### config.mk
export PLATFORM = sky130hd
export DESIGN_NAME = muldiv_sequencer_flat
export DESIGN_NICKNAME = d
export VERILOG_FILES = /design/src/rtl/muldiv_sequencer_if.sv /design/src/rtl/muldiv_sequencer.sv /design/src/flat_wrapper.sv
export SDC_FILE = /design/constraint.sdc
export NUM_CORES = 1
export LEC_CHECK = 0
export BUFFER_PORTS_ARGS = -buffer_cell sky130_fd_sc_hd__buf_2
export CAP_MARGIN = 20
export CELL_PAD_IN_SITES_DETAIL_PLACEMENT = 0
export CELL_PAD_IN_SITES_GLOBAL_PLACEMENT = 1
export CORE_UTILIZATION = 30
export DETAILED_ROUTE_END_ITERATION = 6
export HOLD_SLACK_MARGIN = 0.15
export PLACE_DENSITY_LB_ADDON = 0.15
export REMOVE_ABC_BUFFERS = 1
export SLEW_MARGIN = 20
export SYNTH_ARGS = -nofsm -noshare
export SYNTH_HDL_FRONTEND = slang
export SYNTH_SLANG_ARGS = --single-unit
### constraint.sdc
create_clock -name Clock -period 5.6 [get_ports Clock]
set_input_delay 0.28 -clock Clock [delete_from_list [all_inputs] [get_ports Clock]]
set_output_delay 0.28 -clock Clock [all_outputs]
set_load 0.03 [all_outputs]
### src/rtl/muldiv_sequencer_if.sv
// Handshake and data bundle between the control unit / iterative units and the
// multiply-divide sequencer. The master side is the control unit plus the two units;
// the slave side is the sequencer itself.
interface muldiv_sequencer_if #(
   parameter int WIDTH = 32
);
   // Request handshake from the control unit
   logic             Op_Start;
   logic             Op_Sel;
   logic             Op_Ready;
   logic             Busy;

   // Iterative unit control and results
   logic             Mult_Go;
   logic             Div_Go;
   logic             Mult_Done;
   logic             Div_Done;
   logic             Div_Zero_In;
   logic [WIDTH-1:0] Mult_HI;
   logic [WIDTH-1:0] Mult_LO;
   logic [WIDTH-1:0] Div_HI;
   logic [WIDTH-1:0] Div_LO;

   // Architectural HI/LO access and exception reporting
   logic             Hilo_Read;
   logic             Stall;
   logic [WIDTH-1:0] HI_Out;
   logic [WIDTH-1:0] LO_Out;
   logic             Div_Zero_Exc;
   logic             Timeout_Err;

   modport master (
      output Op_Start, Op_Sel, Mult_Done, Div_Done, Div_Zero_In,
             Mult_HI, Mult_LO, Div_HI, Div_LO, Hilo_Read,
      input  Op_Ready, Busy, Mult_Go, Div_Go, Stall, HI_Out, LO_Out,
             Div_Zero_Exc, Timeout_Err
   );

   modport slave (
      input  Op_Start, Op_Sel, Mult_Done, Div_Done, Div_Zero_In,
             Mult_HI, Mult_LO, Div_HI, Div_LO, Hilo_Read,
      output Op_Ready, Busy, Mult_Go, Div_Go, Stall, HI_Out, LO_Out,
             Div_Zero_Exc, Timeout_Err
   );
endinterface

### src/rtl/muldiv_sequencer.sv
// Multiply/divide sequencer: accepts one MULT/DIV request, holds the selected unit's
// Go until it finishes, commits HI/LO, flags divide-by-zero and watchdog expiry, and
// stalls MFHI/MFLO while an operation is in flight.
module muldiv_sequencer #(
   parameter int WIDTH          = 32,
   parameter int TIMEOUT_CYCLES = 40,
   parameter int DRAIN_CYCLES   = 1
) (
   input logic               Clock,
   input logic               Reset,
   muldiv_sequencer_if.slave bus
);

   typedef enum logic [1:0] {
      S_IDLE  = 2'd0,
      S_RUN   = 2'd1,
      S_DRAIN = 2'd2
   } state_t;

   localparam logic [7:0] TO_LAST    = 8'(TIMEOUT_CYCLES - 1);
   localparam logic [3:0] DRAIN_LAST = 4'(DRAIN_CYCLES - 1);

   state_t           state, state_nx;
   logic             op_div, op_div_nx;
   logic [7:0]       cnt, cnt_nx;
   logic [3:0]       drain_cnt, drain_cnt_nx;
   logic [WIDTH-1:0] hi_q, hi_nx;
   logic [WIDTH-1:0] lo_q, lo_nx;
   logic             dz_q, dz_nx;
   logic             to_q, to_nx;
   logic             mult_go_q, div_go_q;
   logic             sel_done;

   // Next-state, counter and HI/LO commit decisions for the IDLE -> RUN -> DRAIN cycle.
   always_comb begin
      // NOTE: every variable gets a default first so no path can infer a latch.
      state_nx     = state;
      op_div_nx    = op_div;
      cnt_nx       = cnt;
      drain_cnt_nx = drain_cnt;
      hi_nx        = hi_q;
      lo_nx        = lo_q;
      dz_nx        = 1'b0;
      to_nx        = 1'b0;
      sel_done     = op_div ? bus.Div_Done : bus.Mult_Done;

      case (state)
         S_IDLE: begin
            if (bus.Op_Start) begin
               op_div_nx = bus.Op_Sel;
               cnt_nx    = '0;
               state_nx  = S_RUN;
            end
         end
         S_RUN: begin
            if (op_div && bus.Div_Zero_In) begin
               dz_nx        = 1'b1;
               drain_cnt_nx = '0;
               state_nx     = S_DRAIN;
            end else if (sel_done) begin
               hi_nx        = op_div ? bus.Div_HI : bus.Mult_HI;
               lo_nx        = op_div ? bus.Div_LO : bus.Mult_LO;
               drain_cnt_nx = '0;
               state_nx     = S_DRAIN;
            end else if (cnt == TO_LAST) begin
               to_nx        = 1'b1;
               drain_cnt_nx = '0;
               state_nx     = S_DRAIN;
            end else if (cnt != 8'hFF) begin
               cnt_nx = cnt + 8'd1;
            end
         end
         S_DRAIN: begin
            if (drain_cnt == DRAIN_LAST) begin
               state_nx = S_IDLE;
            end else begin
               drain_cnt_nx = drain_cnt + 4'd1;
            end
         end
         default: state_nx = S_IDLE;
      endcase
   end

   // State, counters, HI/LO, pulses and registered Go outputs; synchronous reset aborts any op.
   always_ff @(posedge Clock) begin
      // NOTE: sequential state uses non-blocking assignments so all registers update together.
      if (Reset) begin
         state     <= S_IDLE;
         op_div    <= 1'b0;
         cnt       <= '0;
         drain_cnt <= '0;
         hi_q      <= '0;
         lo_q      <= '0;
         dz_q      <= 1'b0;
         to_q      <= 1'b0;
         mult_go_q <= 1'b0;
         div_go_q  <= 1'b0;
      end else begin
         state     <= state_nx;
         op_div    <= op_div_nx;
         cnt       <= cnt_nx;
         drain_cnt <= drain_cnt_nx;
         hi_q      <= hi_nx;
         lo_q      <= lo_nx;
         dz_q      <= dz_nx;
         to_q      <= to_nx;
         mult_go_q <= (state_nx == S_RUN) && !op_div_nx;
         div_go_q  <= (state_nx == S_RUN) &&  op_div_nx;
      end
   end

   assign bus.Op_Ready     = (state == S_IDLE);
   assign bus.Busy         = (state == S_RUN) || (state == S_DRAIN);
   assign bus.Stall        = bus.Hilo_Read && bus.Busy;
   assign bus.Mult_Go      = mult_go_q;
   assign bus.Div_Go       = div_go_q;
   assign bus.HI_Out       = hi_q;
   assign bus.LO_Out       = lo_q;
   assign bus.Div_Zero_Exc = dz_q;
   assign bus.Timeout_Err  = to_q;

endmodule

### src/flat_wrapper.sv
// flat-port wrapper written by rule: the top's interface ports become plain ports
module muldiv_sequencer_flat 
#(
   parameter int WIDTH          = 32,
   parameter int TIMEOUT_CYCLES = 40,
   parameter int DRAIN_CYCLES   = 1
)
  (Clock, Reset, bus_Op_Start, bus_Op_Sel, bus_Mult_Done, bus_Div_Done, bus_Div_Zero_In, bus_Mult_HI, bus_Mult_LO, bus_Div_HI, bus_Div_LO, bus_Hilo_Read, bus_Op_Ready, bus_Busy, bus_Mult_Go, bus_Div_Go, bus_Stall, bus_HI_Out, bus_LO_Out, bus_Div_Zero_Exc, bus_Timeout_Err);
  muldiv_sequencer_if #(.WIDTH(WIDTH)) bus_i ();
  input logic Clock;
  input logic Reset;
  input wire logic [$bits(bus_i.Op_Start)-1:0] bus_Op_Start;
  input wire logic [$bits(bus_i.Op_Sel)-1:0] bus_Op_Sel;
  input wire logic [$bits(bus_i.Mult_Done)-1:0] bus_Mult_Done;
  input wire logic [$bits(bus_i.Div_Done)-1:0] bus_Div_Done;
  input wire logic [$bits(bus_i.Div_Zero_In)-1:0] bus_Div_Zero_In;
  input wire logic [$bits(bus_i.Mult_HI)-1:0] bus_Mult_HI;
  input wire logic [$bits(bus_i.Mult_LO)-1:0] bus_Mult_LO;
  input wire logic [$bits(bus_i.Div_HI)-1:0] bus_Div_HI;
  input wire logic [$bits(bus_i.Div_LO)-1:0] bus_Div_LO;
  input wire logic [$bits(bus_i.Hilo_Read)-1:0] bus_Hilo_Read;
  output wire logic [$bits(bus_i.Op_Ready)-1:0] bus_Op_Ready;
  output wire logic [$bits(bus_i.Busy)-1:0] bus_Busy;
  output wire logic [$bits(bus_i.Mult_Go)-1:0] bus_Mult_Go;
  output wire logic [$bits(bus_i.Div_Go)-1:0] bus_Div_Go;
  output wire logic [$bits(bus_i.Stall)-1:0] bus_Stall;
  output wire logic [$bits(bus_i.HI_Out)-1:0] bus_HI_Out;
  output wire logic [$bits(bus_i.LO_Out)-1:0] bus_LO_Out;
  output wire logic [$bits(bus_i.Div_Zero_Exc)-1:0] bus_Div_Zero_Exc;
  output wire logic [$bits(bus_i.Timeout_Err)-1:0] bus_Timeout_Err;
  assign bus_i.Op_Start = bus_Op_Start;
  assign bus_i.Op_Sel = bus_Op_Sel;
  assign bus_i.Mult_Done = bus_Mult_Done;
  assign bus_i.Div_Done = bus_Div_Done;
  assign bus_i.Div_Zero_In = bus_Div_Zero_In;
  assign bus_i.Mult_HI = bus_Mult_HI;
  assign bus_i.Mult_LO = bus_Mult_LO;
  assign bus_i.Div_HI = bus_Div_HI;
  assign bus_i.Div_LO = bus_Div_LO;
  assign bus_i.Hilo_Read = bus_Hilo_Read;
  assign bus_Op_Ready = bus_i.Op_Ready;
  assign bus_Busy = bus_i.Busy;
  assign bus_Mult_Go = bus_i.Mult_Go;
  assign bus_Div_Go = bus_i.Div_Go;
  assign bus_Stall = bus_i.Stall;
  assign bus_HI_Out = bus_i.HI_Out;
  assign bus_LO_Out = bus_i.LO_Out;
  assign bus_Div_Zero_Exc = bus_i.Div_Zero_Exc;
  assign bus_Timeout_Err = bus_i.Timeout_Err;
  muldiv_sequencer #(.WIDTH(WIDTH), .TIMEOUT_CYCLES(TIMEOUT_CYCLES), .DRAIN_CYCLES(DRAIN_CYCLES)) u_core (.Clock(Clock), .Reset(Reset), .bus(bus_i));
endmodule
Word level (Yosys, flattened, before mapping). Index checks and enable logic that the tools add are counted.

$add $sub $neg: 2. $mul: 0. Divide/modulo/power cells: 0. Order comparisons: 0. Eq/ne operators: 12. Shift operators: 0. Muxes and demuxes: 24. Bitwise operators: 2. Reductions and logical operators: 15.

Operators with widths (number): two-way mux 32 bit (2); two-way mux 8 bit (5); two-way mux 4 bit (4); case mux 8 bit (2 select lines) (1); two-way mux 2 bit (5); != test 2 bit, second input constant (5); adder 8 x 1 -> 8 bit, second input constant (1); equality test 8 x 6 -> 1 bit, second input constant (1); != test 8 bit, second input constant (1); case mux 4 bit (2 select lines) (1); case mux 2 bit (3 select lines) (1); AND reduction 3 bit (2); AND reduction 6 bit (1); two-way mux 1 bit (5); adder 4 x 1 -> 4 bit, second input constant (1); equality test 2 x 1 -> 1 bit, second input constant (2); logical AND 1 bit (4); logical NOT 4 bit (1); != test 4 x 1 -> 1 bit, second input constant (1); nonzero test 2 bit (2); OR reduction 4 bit (1); equality test 2 bit, second input constant (1); logical NOT 2 bit (1); != test 2 x 1 -> 1 bit, second input constant (1); other kinds (4) (5).

Register bits: 83. Latch bits: 0. Memory bits (writable): 0. Bits in read-only memories: 0. Input bits: 136. Word-level logic and storage cells: 65. Memories: 0.

Depth between registers and ports, before layout.
Depth after elaboration: 7. Mapped depth: 8. Mapped depth without buffers: 7.

Worst setup path before layout. OpenSTA, ideal clock, no wires.

Kind: register -> register. Start: register u_core.state[0]. End: register u_core.cnt[4]. Data arrival time: 1979 ps. Path slack: 3549 ps. Stages on the path, launching flop included: 8. Buffers on the path: 0. Clock period less this slack: 2051 ps. Cells stage by stage: dfxtp_1 inv_1 ha_1 nor2b_1 o21bai_1 a21o_1 or4_1 a21oi_1.

Word-level cells in the longest chain between the ends: 3. Elaborated cells on any way between the ends: 10. Those cells by class: eq/ne: 6; mux: 1; reduce/logical: 3.

RTL lines: start: declaration (line muldiv_sequencer.sv:23) `state_t state, state_nx;`; start signal: assignment (line muldiv_sequencer.sv:99) `state <= state_nx;`; logical NOT 2 bit (*); named net bus_Op_Ready (line flat_wrapper.sv:22) `output wire logic [$bits(bus_i.Op_Ready)-1:0] bus_Op_Ready;`; != test 2 bit (no line) or nonzero test 2 bit (tied branches); AND reduction 6 bit (no line); end signal: assignment (line muldiv_sequencer.sv:101) `cnt <= cnt_nx;`; end: declaration (line muldiv_sequencer.sv:25) `logic [7:0] cnt, cnt_nx;`.

Mark *: on every way through the listed nets, which the timed path passes. The rest lies on a longest branch. A chain may end at the register's enable or synchronous reset.

Final worst setup path.
Start: register u_core.op_div. End: register u_core.cnt[5].

Word-level cells in the longest chain between the ends: 3. Elaborated cells on any way between the ends: 5. Those cells by class: eq/ne: 2; mux: 1; reduce/logical: 2.

RTL lines: start: declaration (line muldiv_sequencer.sv:24) `logic op_div, op_div_nx;`; start signal: assignment (line muldiv_sequencer.sv:100) `op_div <= op_div_nx;`; two-way mux 1 bit or logical AND 1 bit (tied branches) (line muldiv_sequencer.sv:45, muldiv_sequencer.sv:56); != test 2 bit (no line); AND reduction 6 bit (no line) (*).

Every way passes the cells marked *; elsewhere a longest branch is shown, timed or not.

==> run_results.csv <==
group,metric,value,unit
global_route,grt_max_degree,81,
final_layout,nets,748,
drt,dr.pass1.iters,4,
clock_network,ctsHoldBuffers,0,
drt,drt_iter0_drc,156,
die,core,12200,um^2
pwr,leakage,2.30,nW
placement,place_hpwl,7860,um
synth,syn_area,3830,um^2
global_route,grt_usage,16.2,%
timing,rsz0062_at_grt,"false",
drt,ant_nets,0,
pwr,ir_drop,123,uV
final_layout,final_cell_mix,"buf_2 (206), dfxtp_1 (82), nor2_1 (71)",
pwr,powerDensity,307,nW/um^2
worst_setup_path,path_cells,"buf_4, a21oi_1, o21ai_1, and4_1, mux2i_1",
clock_network,post_cts_buffers,0,
synth,ys_types,39,
synth,avgSynthCellArea,9.26,um^2
die,die_area,13200,um^2
final_layout,final_layout_size_suffix_gt1_share,37.5,%
clock_network,cts_made_buffers,9,
synth,ys_ff_latch,83,
final_layout,nFillCells,1227,
global_route,grt_overflow_total,0,
drt,detail_route.wl_per_cell,13.7,um
synth,seq_area_frac_synth,43.3,%
drt,wirelength,10700,um
clock_network,clock_path_buffers,2,
synth,yosysTopAreaCell,"dfxtp_1",
placement,gp_congestion,0.733,
worst_setup_path,worst-r2r-setup-slack,3280,ps
worst_setup_path,cp_max_fo,70,
global_route,first_global_vias,3338,
global_route,grt_antenna_before_repair,0,
timing,skew,6.48,ps
worst_setup_path,critPathSlowestCell,"buf_4",
final_layout,final_util,43.3,%
worst_setup_path,worstPathRequired,5860,ps
die,io_pins,207,
die,num_rows,40,
drt,via_per_inst,4.66,
timing,post-route-period-util,41.5,%
die,dieHeight,115,um
timing,finalSetupViolations,0,
synth,syn_inst,414,
final_layout,area_growth,37.9,%
timing,max_freq,431,MHz
synth,synth_top_area_share,43.3,%
drt,vias,3628,
status,status,"completed",
worst_setup_path,critPathCaptureType,"flop",
worst_setup_path,crit_type,"reg2reg",
worst_setup_path,start_kind,"flop",
worst_setup_path,worst_path_largest_cell_delay,720,ps
worst_setup_path,critical_path_arrival,2580,ps
die,start_util,31.4,%
flow_run,maxCapViolations,0,
final_layout,layout_commonest_cell,"buf_2",
clock_network,cts_root_buf,"clkbuf_16",
final_layout,diodes,0,
timing,hold_viol,0,
timing,final_max_slew_viol_count,0,
die,die_x,115,um
global_route,grt_pass1_wl,16400,um
synth,ys_top_cells_by_area,"dfxtp_1 (43%), mux2i_1 (17%), a211oi_1 (13%)",
clock_network,htree_levels,3,
synth,synth_flop_cell,"dfxtp_1",
timing,setup_tns,0,ps
placement,io_buffers,206,
timing,post-route-min-period,2320,ps
drt,drc,0,
clock_network,cts_tree,"yes",
clock_network,cts_sinks,83,
timing,worst_pin_slew,1120,ps
timing,relSlewSlack,25.2,%
clock_network,clk_latency,330,ps
clock_network,clk_pin_slew,60,ps
hold_path,hold_path_class,"in2reg",
synth,yosys_warnings,0,
synth,async_reset_ff_share,0,%
synth,synth_edf_count,0,
clock_network,ctsResizeCount,0,
==> kinds of logic after synthesis <==
logic type / after synthesis / share of synthesized area [%]
AND/OR/NAND/NOR: 117 / 13.7
AO/OA/AOI/OAI: 102 / 19.2
flip-flops: 83 / 43.3
multiplexers: 66 / 17.2
buffers and inverters: 39 / 4.31
adder cells (fa/ha/maj): 7 / 2.28
==> final timing paths <==
| check | endpoint | from | cells past startpoint |
|---|---|---|---|
| min | u_core.bus.Div_Zero_Exc | bus_Div_Zero_In | 3 |
| min reg2reg | u_core.bus.HI_Out[8] | u_core.bus.HI_Out[8] | 2 |
| max | u_core.cnt[5] | u_core.op_div | 5 |
| max reg2reg | u_core.cnt[5] | u_core.op_div | 5 |
==> report_power, final <==
| part | total [mW] | switching (mW) | internal [mW] |
|---|---|---|---|
| registers | 0.663 | 0.0242 | 0.639 |
| logic | 0.424 | 0.268 | 0.156 |
| clock network | 0.539 | 0.226 | 0.313 |
==> synthesized netlist by cell type, types with 2 or more instances <==
cell type	n
nor2_1	71
ha_1	7
a31oi_1	3
inv_1	9
nor4_1	3
a41o_1	2
nand3_1	9
and3_1	4
a211oi_1	65
or4_1	2
and2_1	2
mux2i_1	66
clkbuf_1	13
o21ai_0	4
nor3_1	2
o31ai_1	3
buf_2	15
dfxtp_1	83
a21o_1	2
buf_1	2
nand3b_1	3
a21oi_1	14
nand2b_1	2
nand2_1	13
==> state kept, by name, summed over array words and instances, names as in the netlist <==
signal                   cells
u_core.bus.HI_Out           32
u_core.bus.LO_Out           32
u_core.cnt                   8
u_core.drain_cnt             4
u_core.state                 2
u_core.bus.Div_Go            1
u_core.bus.Div_Zero_Exc      1
u_core.bus.Mult_Go           1
u_core.bus.Timeout_Err       1
u_core.op_div                1
==> stage by stage <==
stage | instance area, um^2 | hold slack, ps | setup slack, ps | cells | total power, mW
2_1_floorplan | 3700 | 349 | -2140 | 384 | 0.967
4_1_cts | 5260 | 181 | 2720 | 777 | 1.64
5_1_grt | 5290 | 186 | 2920 | 778 | 1.72
6_report | 5290 | 196 | 3280 | 778 | 1.63
3_5_place_dp | 4990 | 489 | 2750 | 761 | 1.10
3_3_place_gp | 4990 | 481 | 2830 | 761 | 1.10
==> per-layer routing <==
layer | vias to the layer above | wire length [um] | GRT usage, %
li1 | 1901 | - | -
met1 | 1592 | 4430 | 18.3
met2 | 125 | 5300 | 28.0
met3 | 10 | 798 | 6.17
met4 | 0 | 128 | 5.63
met5 | - | 0 | 0
==> worst max-delay path, delay by kind of cell, from the launching register on <==
kind | cells | cell delay [ps]
and+or+nand+nor | 1 | 290
AOI/OAI and AO/OA | 2 | 710
muxes | 1 | 170
buffers and inverters | 1 | 720
DFF | 1 | 340
==> area by class of cell <==
cell class | count | area [um^2] | share of cell area, %
inverter | 9 | 33.8 | 0.639
tap | 168 | 210 | 3.97
clock inverter | 2 | 12.5 | 0.237
timing repair buffer | 210 | 1090 | 20.7
multi-input combinational | 292 | 2020 | 38.2
clock buffer | 14 | 254 | 4.80
sequential | 83 | 1670 | 31.5
Power figures use the tool's default switching activity.
